<file path="src/rtl/class_argmax.sv">
// Streaming argmax over ten signed class scores; publishes a registered one-hot winner code.
// Optional runner-up margin check enabled by defining ARGMAX_MARGIN_EN.
module class_argmax #(
  parameter int DATA_W = 16,
  parameter int MARGIN = 0
) (
  input  logic              clk,
  input  logic              rst,
  input  logic              score_valid,
  input  logic [DATA_W-1:0] score_data,
  input  logic              score_last,
  output logic              score_ready,
  output logic [9:0]        code,
  output logic              code_valid,
  output logic              frame_err
);

  localparam logic [1:0] StIdle  = 2'd0;
  localparam logic [1:0] StAccum = 2'd1;
  localparam logic [1:0] StDone  = 2'd2;

  logic [1:0]        state_q, state_d;
  logic [3:0]        idx_q, idx_d;
  logic [DATA_W-1:0] max_val_q, max_val_d;
  logic [3:0]        max_idx_q, max_idx_d;
  logic [9:0]        code_q, code_d;
  logic              code_valid_q, code_valid_d;
  logic              frame_err_q, frame_err_d;

  logic accept;
  logic last_slot;
  logic low_margin;

  assign score_ready = (state_q != StDone);
  assign accept      = score_valid & score_ready;
  assign last_slot   = (idx_q == 4'd9);

  assign code       = code_q;
  assign code_valid = code_valid_q;
  assign frame_err  = frame_err_q;

`ifdef ARGMAX_MARGIN_EN
  localparam logic signed [DATA_W:0] MarginV = (DATA_W+1)'(MARGIN);

  logic [DATA_W-1:0]   sec_val_q, sec_val_d;
  logic                sec_valid_q, sec_valid_d;
  logic signed [DATA_W:0] margin_diff;

  // Sign-extend by one bit so the difference of two extreme scores cannot wrap.
  assign margin_diff = $signed({max_val_q[DATA_W-1], max_val_q})
                     - $signed({sec_val_q[DATA_W-1], sec_val_q});
  assign low_margin  = sec_valid_q && (margin_diff < MarginV);
`else
  logic unused_margin;
  assign unused_margin = ^MARGIN;
  assign low_margin    = 1'b0;
`endif

  always_comb begin
    state_d      = state_q;
    idx_d        = idx_q;
    max_val_d    = max_val_q;
    max_idx_d    = max_idx_q;
    code_d       = code_q;
    code_valid_d = 1'b0;
    frame_err_d  = frame_err_q;
`ifdef ARGMAX_MARGIN_EN
    sec_val_d    = sec_val_q;
    sec_valid_d  = sec_valid_q;
`endif
    case (state_q)
      StIdle, StAccum: begin
        if (accept) begin
          if (state_q == StIdle) begin
            max_val_d = score_data;
            max_idx_d = 4'd0;
`ifdef ARGMAX_MARGIN_EN
            sec_valid_d = 1'b0;
`endif
          end else if ($signed(score_data) > $signed(max_val_q)) begin
            max_val_d = score_data;
            max_idx_d = idx_q;
`ifdef ARGMAX_MARGIN_EN
            sec_val_d   = max_val_q;
            sec_valid_d = 1'b1;
`endif
          end
`ifdef ARGMAX_MARGIN_EN
          else if (!sec_valid_q || ($signed(score_data) > $signed(sec_val_q))) begin
            sec_val_d   = score_data;
            sec_valid_d = 1'b1;
          end
`endif
          idx_d   = idx_q + 4'd1;
          state_d = StAccum;
          if (score_last != last_slot) frame_err_d = 1'b1;
          if (score_last || last_slot) state_d = StDone;
        end
      end
      StDone: begin
        state_d      = StIdle;
        idx_d        = 4'd0;
        code_valid_d = 1'b1;
        code_d       = low_margin ? 10'd0 : (10'd1 << max_idx_q);
      end
      default: state_d = StIdle;
    endcase
  end

  always_ff @(posedge clk) begin
    if (rst) begin
      state_q      <= StIdle;
      idx_q        <= 4'd0;
      max_val_q    <= '0;
      max_idx_q    <= 4'd0;
      code_q       <= 10'd0;
      code_valid_q <= 1'b0;
      frame_err_q  <= 1'b0;
`ifdef ARGMAX_MARGIN_EN
      sec_val_q    <= '0;
      sec_valid_q  <= 1'b0;
`endif
    end else begin
      state_q      <= state_d;
      idx_q        <= idx_d;
      max_val_q    <= max_val_d;
      max_idx_q    <= max_idx_d;
      code_q       <= code_d;
      code_valid_q <= code_valid_d;
      frame_err_q  <= frame_err_d;
`ifdef ARGMAX_MARGIN_EN
      sec_val_q    <= sec_val_d;
      sec_valid_q  <= sec_valid_d;
`endif
    end
  end

endmodule

</file>
<file path="config.mk">
export PLATFORM = sky130hd
export DESIGN_NAME = class_argmax
export DESIGN_NICKNAME = d
export VERILOG_FILES = /design/src/rtl/class_argmax.sv
export SDC_FILE = /design/constraint.sdc
export NUM_CORES = 1
export LEC_CHECK = 0
export CAP_MARGIN = 25
export CORE_UTILIZATION = 55
export CTS_BUF_LIST = sky130_fd_sc_hd__clkbuf_4
export CTS_CLUSTER_SIZE = 25
export DETAILED_ROUTE_END_ITERATION = 8
export GPL_TIMING_DRIVEN = 0
export PLACE_DENSITY_LB_ADDON = 0.3
export SETUP_SLACK_MARGIN = 0.3
export SYNTH_ARGS = -nofsm -noshare
export SYNTH_HDL_FRONTEND = slang
export SYNTH_SLANG_ARGS = --single-unit
</file>
<file path="constraint.sdc">
create_clock -name clk -period 5.1 [get_ports clk]
set_input_delay 1.02 -clock clk [delete_from_list [all_inputs] [get_ports clk]]
set_output_delay 1.02 -clock clk [all_outputs]
set_load 0.02 [all_outputs]
</file>
* Word level (Yosys, flattened, before mapping) *
Index checks and enable logic that the tools add are counted.
W data, S select, Z words.

cells by class
  reduce and logical (&&, ||, !) cells = 9
  order comparisons = 1
  $add $sub $neg = 1
  mux-type cells = 8
  bitwise logic cells = 2
  shifts and indexed selects = 1
  equality and inequality tests = 6

operators by type and width
  operator                count
  $mux W16                2
  $gt A16 B16 Y1          1
  $mux W4                 3
  $shl A1 B4 Y10 const A  1
  $pmux W4 S2             1
  $reduce_and A3 Y1       2
  $add A4 B1 Y4 const B   1
  $eq A4 B4 Y1 const B    1
  $ne A2 B2 Y1 const B    2
  $reduce_bool A2 Y1      2
  $reduce_or A2 Y1        2
  $eq A2 B1 Y1 const B    1
  $eq A2 B2 Y1 const B    1
  $logic_not A2 Y1        1
  $mux W2                 1
  $reduce_and A2 Y1       1
  $and A1 B1 Y1           1
  $logic_or A1 B1 Y1      1
  $mux W1                 1
  $ne A1 B1 Y1            1
  $not A1 Y1              1

word-level totals
  flip-flop bits (word level) = 38
  bits of input ports = 20
  output and inout port bits = 13
  word-level logic and storage cells = 35

* Logic depth before layout (Yosys ltp) *
  depth after elaboration = 4
  gate-level depth with buffers = 9

* Least setup slack after synthesis *
Ideal clock, no wire load.

  path kind = input port to flip-flop
  start = in score_data[13]
  end = reg max_val_q[10]
  arrival time = 2531 ps
  library setup time = 132 ps
  data required time = 4968 ps
  path slack = 2436 ps
  cell stages on the path = 8
  buffers on the path = 1
  cell sequence = ha_1 > nand4_2 > nor4_4 > a21bo_1 > o211a_2 > buf_2 > o21ai_1 > a21oi_1

on the way
  cells in the longest elaborated chain, start to end = 3

ends and longest elaborated chain
  item                          RTL line  RTL
  from (decl)                   10        input logic [DATA_W-1:0] score_data,
  $gt A16 B16 Y1                80        end else if ($signed(score_data) > $signed(max_val_q)) begin
  $reduce_bool A2 Y1 (no line)  -
  $reduce_and A3 Y1 (no line)   -
  to (signal assigned)          126       max_val_q <= max_val_d;
  to (decl)                     24        logic [DATA_W-1:0] max_val_q, max_val_d;

Every way passes these cells.
A chain may end at the register's enable or synchronous reset.

* Worst setup path in the final report *
  start = reg state_q[0]
  end = out score_ready

on the way
  cells in the longest elaborated chain, start to end = 1

ends and longest elaborated chain
  item                    RTL line  RTL
  from (decl)             22        logic [1:0] state_q, state_d;
  from (signal assigned)  112       state_q <= StIdle;
  from (signal assigned)  124       state_q <= state_d;
  $ne A2 B2 Y1            34        assign score_ready = (state_q != StDone);
  to (decl)               12        output logic score_ready,

Every way passes these cells.

==> impl_metrics.tcl <==
set metrics [dict create \
    outcome "completed" \
    synth_simple_gate_area_frac 0.176 \
    grt_pass1_vias 1599 \
    post_synth_num_cell_types 40 \
    clkLatencyLatePin_ps 350 \
    timing.clock.skew_ps 6.02 \
    fmax_mhz 293 \
    post_synth_main_area_contributors "dfxtp_1 39%, ha_1 12%, a21oi_1 6.7%, nand3_1 4.4%, nor2_1 4.2%" \
    layout.cells.most_common_list "38 x dfxtp_1, 31 x clkdlybuf4s50_1, 26 x a21oi_1" \
    core_area_um2 3360 \
    grt_first_pass_wirelength_mm 6.72 \
    layout-drive-gt1-share 0.0752 \
    endpoint_kind "output pin" \
    async_flop_share 0 \
    start_util 0.578 \
    post_synth_instance_area_um2 1940 \
    r2r_cells 9 \
    synth.mux.area_fraction 0.00515 \
    cpMostUsedCell "clkbuf_1" \
    min_period_over_period 0.669 \
    p_leak_nw 0.920 \
    crit_path_top_delay_cell "clkdlybuf4s50_1" \
    total_clock_sinks 38 \
    detailed_routing_iterations_pass_1 4 \
    post_synthesis_share_of_cell_area_spent_on_xor_and_xnor_gates 0.00901 \
    ff2ff_setup_slack_ps 2810 \
    drt_iter0_drc 63 \
    dp_hpwl_mm 2.89 \
    postCtsSetupBuffers 0 \
    timing.final.max_slew_violations 0 \
    synth-warning-count 0 \
    cts_buffer_depth 2 \
    routed_wire_length_per_instance_um 12.9 \
    cp_max_fo 10 \
    syn_avg_cell_area_um2 8.57 \
    layout.cells.most_common "dfxtp_1" \
    worst_hold_path.endpoint "max_val_q[11]$_SDFFE_PP0P_" \
    combinational_family_with_the_most_area_after_synthesis "compound AO/OA/AOI/OAI gates" \
    max_stage_delay_ps 690 \
    grt_overflow_total 0 \
    synth_top_cell_area_share 0.391 \
    synth_compound_gate_area_share 0.230 \
    postCtsHoldBufs 0 \
    layout-area-overhead-vs-synth_pct 24.4 \
    num_io_pins 33 \
    hold_start "max_val_q[11]$_SDFFE_PP0P_" \
    floorplan.die.width_um 61.5 \
    postSynthRegisterBits 38 \
    row_count 21 \
    reg2reg_from "max_val_q[13]$_SDFFE_PP0P_" \
    finalHoldViolations 0 \
    tritoncts.num_buffers 5 \
    gp_congestion 0.834 \
    criticalPathCategory "reg2out" \
    drc_errors 0 \
    primary_flip_flop_cell_chosen_by_synthesis_mapping "dfxtp_1" \
    synth_sequential_area_ratio 0.391 \
    finish.net_count 304 \
    number_of_inserted_filler_cells_in_the_final_layout 299 \
    synthesis.nets 266 \
    max-slew-margin-rel 0.649 \
    cap_viol_max_count 0 \
    max_slew.worst_pin.slew_ps 522 \
    synth_top_area_cell "dfxtp_1" \
    worstSetupStartpointType "flop" \
    cts.reportedPaths.clkPinSlew_ps 120 \
    syn_inst 227 \
    postCtsResizedCells 0 \
    grt_use_total 0.240 \
    number_of_standard_cells_in_the_layout_taps_in_and_fillers_out 312 \
    crit_chain "nand2b_1, clkbuf_1, clkbuf_1, clkdlybuf4s50_1" \
    grt_setup_unrepaired "false" \
    number_of_stages_on_the_worst_hold_path 2 \
    portBuffers 31 \
    floorplan.die.height_um 61.5 \
    clock_tree.htree_level_count 2 \
    cts_tree "done" \
    synth_fa_ha_area_frac 0.122 \
    worst_endpoint_required_time_ps 4080 \
    grt_max_degree 14 \
    worstReg2RegEnd "max_val_q[12]$_SDFFE_PP0P_" \
    setup_tns_ps 0 \
    antenna_cells_inserted 0 \
    vias 1744 \
    grt_antenna_before_repair 0 \
    crit_arrival_ps 2390 \
    power.density_cell_area_nw_per_um2 280 \
    number_of_routed_nets_with_antenna_violations 0 \
    die_area_um2 3780 \
    setup_violations 0 \
    wl_mm 4.03 \
    synth_edf_count 0 \
    hold_path_class "reg2reg" \
    avgViaCountPerCell 5.59 \
    cell_count_post_placement 304 \
    cts_root_buf "clkbuf_4" \
    post-route-min-period_ps 3410 \
    vdd.ir_drop.worst_mv 0.210 \
]
==> power by group <==
group          leakage, nW  switching [W]  internal, W  total, W
Clock               0.0554       0.000104     0.000153  0.000258
Sequential           0.310     0.00000775     0.000308  0.000316
Combinational        0.555      0.0000571    0.0000464  0.000103
==> critical path, delay by kind of cell, from the launching register on <==
kind / cells / cell delay (ps)
buffers and inverters: 3 / 1430
flip-flops: 1 / 480
AND/OR/NAND/NOR: 1 / 140
==> final cells by class <==
| cell class | instances | area [um2] | area share |
|---|---|---|---|
| sequential | 38 | 761 | 0.315 |
| multi-input combinational | 158 | 1050 | 0.436 |
| inverter | 19 | 71.3 | 0.0295 |
| timing repair buffer | 31 | 310 | 0.128 |
| tap | 46 | 57.6 | 0.0238 |
| clock buffer | 5 | 37.5 | 0.0155 |
| clock inverter | 3 | 68.8 | 0.0285 |
| buffer | 12 | 57.6 | 0.0238 |
==> metrics by stage <==
stage,setup slack [ps],hold slack [ps],area [um2],utilization,total power (W)
6_report,1690,486,2420,0.719,0.000677
2_1_floorplan,2440,454,1940,-,0.000388
5_1_grt,1540,511,2420,0.719,0.000713
3_3_place_gp,1780,459,2310,0.688,0.000422
4_1_cts,1680,488,2420,0.719,0.000682
3_5_place_dp,1710,462,2310,0.688,0.000425
==> synthesized netlist by cell type (3+ instances only) <==
cell type  instances
dfxtp_1           38
a32oi_1            3
a21oi_1           26
ha_1              19
clkbuf_1           6
a31oi_1            3
a22oi_1            6
nand3_1           17
o21ai_0            9
nor3_1             6
nor2b_1            5
buf_2              4
inv_1             19
nor2_1            22
o21ai_1           10
a32o_1             4
nand2_1            5
==> logic make-up after synthesis <==
family          after synthesis
fa+ha+maj                    19
compound gates               70
xor+xnor                      2
buf+inv                      31
simple gates                 66
mux                           1
flops                        38
==> sequential cells by signal, summed over array words and instances (netlist names) <==
register / flops
max_idx_q: 4
frame_err: 1
code_valid: 1
code: 10
state_q: 2
idx_q: 4
max_val_q: 16
==> routing by layer <==
metal	GRT usage	vias to the layer above	routed length [um]
met1	0.300	803	1890
met4	0.0603	0	48
met2	0.413	44	1920
met3	0.0630	6	177
li1	-	891	-
met5	0	-	0
==> how the worst max path moves through the flow <==
stage | start | to
6_report | state_q[0]$_SDFFE_PP0P_ | score_ready
5_1_grt | state_q[0]$_SDFFE_PP0P_ | score_ready
4_1_cts | state_q[0]$_SDFFE_PP0P_ | score_ready
3_5_place_dp | score_data[13] | max_val_q[12]$_SDFFE_PP0P_
3_3_place_gp | score_data[13] | max_val_q[8]$_SDFFE_PP0P_
2_1_floorplan | score_data[13] | max_val_q[10]$_SDFFE_PP0P_
No activity file was read; power rests on OpenSTA's default activity.
